--- src/rtl/ad_capture_sequencer.sv ---
// Burst-gated ADC capture sequencer: after a start it waits a delay, then gates the ADC for
// a number of equal bursts separated by gaps, forwarding each gated sample one cycle later.
module ad_capture_sequencer #(
  parameter int unsigned DATA_W = 8
) (
  input  logic              clk_20b,
  input  logic              rst,
  input  logic              pll_locked,
  input  logic              start,
  input  logic [15:0]       cfg_delay,
  input  logic [9:0]        cfg_burst_len,
  input  logic [7:0]        cfg_gap,
  input  logic [7:0]        cfg_bursts,
  input  logic [DATA_W-1:0] ad_data,
  output logic              ad_gate,
  output logic              sample_valid,
  output logic [DATA_W-1:0] sample_data,
  output logic              sample_last,
  output logic [7:0]        burst_idx,
  output logic              busy,
  output logic              done,
  output logic              err_unlock
);

  typedef enum logic [2:0] {StIdle, StDelay, StBurst, StGap, StDone} state_e;

  state_e state_q, state_d;

  logic [15:0] delay_q;
  logic [9:0]  len_q;
  logic [7:0]  gap_q;
  logic [7:0]  bursts_q;

  logic [15:0] delay_cnt_q;
  logic [9:0]  len_cnt_q;
  logic [7:0]  gap_cnt_q;
  logic [7:0]  burst_idx_q;

  logic              gate_q, gate_d;
  logic              valid_q;
  logic [DATA_W-1:0] data_q;
  logic              last_q, last_d;
  logic              done_q, done_d;
  logic              err_q, err_d;

  logic accept, abort, empty_cfg, last_beat, last_burst, delay_end, gap_end;

  assign accept     = (state_q == StIdle) && start && pll_locked;
  assign abort      = (state_q != StIdle) && !pll_locked;
  assign empty_cfg  = (cfg_burst_len == 10'd0) || (cfg_bursts == 8'd0);
  assign last_beat  = (len_cnt_q == len_q - 10'd1);
  assign last_burst = (burst_idx_q == bursts_q - 8'd1);
  assign delay_end  = (delay_cnt_q == delay_q - 16'd1);
  assign gap_end    = (gap_cnt_q == gap_q - 8'd1);

  always_ff @(posedge clk_20b) begin
    if (rst) begin
      state_q <= StIdle;
    end else begin
      state_q <= state_d;
    end
  end

  always_comb begin
    state_d = state_q;
    if (abort) begin
      state_d = StIdle;
    end else begin
      unique case (state_q)
        StIdle: begin
          if (accept) begin
            if (empty_cfg)                state_d = StDone;
            else if (cfg_delay == 16'd0)  state_d = StBurst;
            else                          state_d = StDelay;
          end
        end
        StDelay: if (delay_end) state_d = StBurst;
        StBurst: begin
          if (last_beat) begin
            if (last_burst)          state_d = StDone;
            else if (gap_q == 8'd0)  state_d = StBurst;
            else                     state_d = StGap;
          end
        end
        StGap:   if (gap_end) state_d = StBurst;
        StDone:  state_d = StIdle;
        default: state_d = StIdle;
      endcase
    end
  end

  // Outputs are registered off the next state so they line up with the state they describe.
  always_comb begin
    gate_d = (state_d == StBurst);
    last_d = (state_q == StBurst) && last_beat && last_burst && !abort;
    done_d = (state_d == StDone);
    err_d  = abort;
  end

  always_ff @(posedge clk_20b) begin
    if (rst) begin
      delay_q     <= '0;
      len_q       <= '0;
      gap_q       <= '0;
      bursts_q    <= '0;
      delay_cnt_q <= '0;
      len_cnt_q   <= '0;
      gap_cnt_q   <= '0;
      burst_idx_q <= '0;
    end else begin
      if (accept) begin
        delay_q     <= cfg_delay;
        len_q       <= cfg_burst_len;
        gap_q       <= cfg_gap;
        bursts_q    <= cfg_bursts;
        burst_idx_q <= '0;
      end else if (state_q == StBurst && last_beat &&
                   (state_d == StGap || state_d == StBurst)) begin
        burst_idx_q <= burst_idx_q + 8'd1;
      end
      delay_cnt_q <= (state_q == StDelay && state_d == StDelay) ? delay_cnt_q + 16'd1 : '0;
      len_cnt_q   <= (state_q == StBurst && state_d == StBurst && !last_beat) ?
                     len_cnt_q + 10'd1 : '0;
      gap_cnt_q   <= (state_q == StGap && state_d == StGap) ? gap_cnt_q + 8'd1 : '0;
    end
  end

  // Gate high in cycle N means the ADC word of cycle N is captured at the end of N.
  always_ff @(posedge clk_20b) begin
    if (rst) begin
      gate_q  <= 1'b0;
      valid_q <= 1'b0;
      data_q  <= '0;
      last_q  <= 1'b0;
      done_q  <= 1'b0;
      err_q   <= 1'b0;
    end else begin
      gate_q  <= gate_d;
      valid_q <= gate_q;
      if (gate_q) data_q <= ad_data;
      last_q  <= last_d;
      done_q  <= done_d;
      err_q   <= err_d;
    end
  end

  assign ad_gate      = gate_q;
  assign sample_valid = valid_q;
  assign sample_data  = data_q;
  assign sample_last  = last_q;
  assign burst_idx    = burst_idx_q;
  assign busy         = (state_q != StIdle);
  assign done         = done_q;
  assign err_unlock   = err_q;

endmodule
--- config.mk ---
export PLATFORM = sky130hd
export DESIGN_NAME = ad_capture_sequencer
export DESIGN_NICKNAME = d
export VERILOG_FILES = /design/src/rtl/ad_capture_sequencer.sv
export SDC_FILE = /design/constraint.sdc
export NUM_CORES = 1
export LEC_CHECK = 0
export ABC_AREA = 0
export ABC_CLOCK_PERIOD_IN_PS = 8200
export BUFFER_PORTS_ARGS = -buffer_cell sky130_fd_sc_hd__buf_2
export CAP_MARGIN = 20
export CORE_UTILIZATION = 45
export CTS_CLUSTER_SIZE = 8
export DETAILED_ROUTE_END_ITERATION = 8
export GPL_ROUTABILITY_DRIVEN = 0
export PLACE_DENSITY = 0.7
export SYNTH_ARGS = -nofsm -noshare
export SYNTH_HDL_FRONTEND = slang
export SYNTH_SLANG_ARGS = --single-unit
--- constraint.sdc ---
create_clock -name clk_20b -period 8.2 [get_ports clk_20b]
set_input_delay 0.82 -clock clk_20b [delete_from_list [all_inputs] [get_ports clk_20b]]
set_output_delay 0.82 -clock clk_20b [all_outputs]
set_load 0.01 [all_outputs]
==> metrics.cfg <==
[timing]
slew_headroom=0.375
max_freq_mhz=315
grt_setup_unrepaired=no
setup-violations-final=0
final_hold_viol_count=0
slew_violations=0
tightest_slew_ns=0.937
period_share=0.387
period_needed_ns=3.17
finalClockSkew_ns=0.00581
tns_ns=0

[worst_setup_path]
cpMaxStageDelayCell=a2111oi_1
crit_chain=inv_1 > ha_1 > nor2b_1 > or3_1 > a31o_2 > a2111oi_1 > nor4_1 > a211oi_2 > nor4b_1
crit_cells=9
cp.required_ns=8.41
crit_fanout=10
cp_slowest_stage_delay_ns=0.62
arrival_ns=3.38
cp_num_buf_inv=1
crit_type=reg -> reg
path_delay_family=compound AO/OA/AOI/OAI gates
worstRegToRegCells=9
worst_setup_path_start_kind=flip-flop
end_kind=flip-flop

[placed_design]
dp_hpwl_um=9250
io_buffers=75
placedCellCount=830

[worst_hold_path]
holdPathStages=2
hold_path.class=reg -> reg

[global_route]
antenna_found_initial=0
met2_usage=0.382
top_usage_layer=met2
grt_start_max_net_pins=60
gr-total-overflow=0
grt_pass1_wl_um=21300
met1_usage=0.283
grt_pass1_vias=4535
grtUsageMet3=0.0611
grt_usage=0.226

[yosys]
synth_edf_count=0
synthFlopType=dfxtp_1
syn-mean-instance-area_um2=8.14
ys_types=63
synth.net_count=704
synth-seq-cells=100
yosysSeqAreaShare=0.383
ys_warn_count=0
syn_inst=642
async_flop_share=0
synth_area_um2=5230

[clocking]
clk-insertion-delay-late_ns=0.35
cts-root-buf=clkbuf_16
clock-sinks=100
tritoncts=done
cts_resized=0
cts.htree.levels=3
cts_setup_buffers=0
clk_pin_slew_ns=0.07
cts_buffers=9
cts_hold_buf=0
clock_path_buffers=2

[drt]
antenna_left=0
dr.pass1.iters=4
drc=0
drt-initial-drc-count=197
wl_um=12600
via_per_inst=5.62
wl_per_cell_um=14.8
dr_total_vias=4752

[die]
rows=38
pin_count=76
die_x_um=110
die_area_um2=12100
die-height_um=110
core_area_um2=11100
start_util=0.472

[run]
max-cap-violations=0

[status]
outcome=finished, final reports clean

[finish]
fillers=1049
drive_gt1_frac=0.154
instances_no_fill=846
area_growth_pct=15.0
n_antenna_cell=0
fin_nets=763

[power_and_ir_drop]
p_per_area_nw_per_um2=184
peakVddDrop_uv=165
power.leakage_uw=0.00231

==> per-layer routing <==
| layer | vias to the layer above | wire length, µm |
|---|---|---|
| met3 | 8 | 472 |
| met2 | 85 | 5990 |
| met5 | - | 0 |
| met4 | 0 | 125 |
| met1 | 2283 | 5970 |
| li1 | 2376 | - |
==> final timing paths <==
path / startpoint / endpoint / slack, ns
worst max-delay path: bursts_q[0]$_SDFFE_PP0P_ / gap_cnt_q[1]$_SDFF_PP0_ / 5.03
worst min-delay path: bursts_q[7]$_SDFFE_PP0P_ / bursts_q[7]$_SDFFE_PP0P_ / 0.47
worst max register to register: bursts_q[0]$_SDFFE_PP0P_ / gap_cnt_q[1]$_SDFF_PP0_ / 5.03
worst min register to register: bursts_q[7]$_SDFFE_PP0P_ / bursts_q[7]$_SDFFE_PP0P_ / 0.47
==> cells in the mapped netlist (3+ instances only) <==
master / count / share of area
o31a_1: 3 / 0.0050
xnor2_1: 39 / 0.065
mux2i_1: 13 / 0.025
nand4_1: 8 / 0.0096
nor2_1: 51 / 0.037
clkbuf_1: 26 / 0.019
inv_1: 14 / 0.010
xor2_1: 34 / 0.057
and3_1: 15 / 0.018
nand2_1: 106 / 0.076
nand3_1: 32 / 0.031
nand2b_1: 5 / 0.0060
nor3_1: 19 / 0.018
a21oi_1: 54 / 0.052
a211oi_1: 3 / 0.0043
nor4_1: 24 / 0.029
a31o_2: 4 / 0.0067
o31ai_1: 3 / 0.0043
dfxtp_1: 100 / 0.38
or4_1: 5 / 0.0072
ha_1: 8 / 0.019
nor2b_1: 5 / 0.0060
o21ai_0: 6 / 0.0057
or3_1: 10 / 0.012
==> worst register-to-register path: cells and delay by family, from the launching register on <==
| family | cells | cell delay (ns) |
|---|---|---|
| AND/OR/NAND/NOR | 4 | 0.82 |
| AO/OA/AOI/OAI | 3 | 1.41 |
| buffers and inverters | 1 | 0.07 |
| flip-flops | 1 | 0.43 |
| adder cells (fa/ha/maj) | 1 | 0.30 |
==> layout make-up <==
type	count	area [µm²]	area share
Clock buffer	11	243	0.0404
Clock inverter	5	83.8	0.0139
Inverter	14	52.6	0.00874
Multi-Input combinational cell	499	3060	0.510
Sequential cell	100	2000	0.333
Tap cell	140	175	0.0291
Timing Repair Buffer	77	390	0.0649
==> stage by stage <==
stage | instance area [µm²] | power, µW | setup slack, ns | hold WS, ns | util
global placement | 5680 | 651 | 5.21 | 0.459 | 0.513
detailed placement | 5680 | 656 | 5.08 | 0.462 | 0.513
finish | 6010 | 1110 | 5.03 | 0.471 | 0.543
global route | 6010 | 1160 | 4.75 | 0.496 | 0.543
floorplan | 5230 | 617 | 5.29 | 0.437 | -
CTS | 6010 | 1120 | 5.05 | 0.471 | 0.543
==> registers in the layout, summed over array words and instances (netlist names) <==
signal        count
delay_cnt_q      16
delay_q          16
len_cnt_q        10
len_q            10
burst_idx         8
bursts_q          8
gap_cnt_q         8
gap_q             8
sample_data       8
state_q           3
ad_gate           1
done              1
err_unlock        1
sample_last       1
sample_valid      1
==> cells by family (layout without fill, tap and decap cells) <==
kind of cell | Yosys count | after routing | synth area share
and+or+nand+nor | 299 | 299 | 0.282
DFF | 100 | 100 | 0.383
muxes | 13 | 13 | 0.0249
xor gates and xnor gates | 74 | 74 | 0.127
buffers and inverters | 43 | 107 | 0.0313
adders and majority gates | 8 | 8 | 0.0191
AOI/OAI and AO/OA | 105 | 105 | 0.134
==> cells in the final DEF, fill, tap and decap left out, drive strengths merged, types with 11 or more instances in the layout <==
master / synthesis / routed
nand2: 106 / 106
dfxtp: 100 / 100
buf: 3 / 77
a21oi: 54 / 54
nor2: 51 / 51
xnor2: 39 / 39
xor2: 34 / 34
nand3: 32 / 32
nor4: 25 / 25
nor3: 19 / 19
inv: 14 / 15
and3: 15 / 15
mux2i: 13 / 13
or3: 11 / 11
clkbuf: 26 / 11
==> report_power, final <==
part	internal (µW)	switching [µW]
logic	59.4	74.2
clock network	277	186
registers	496	16.1
(Power assumes the default switching activity.)
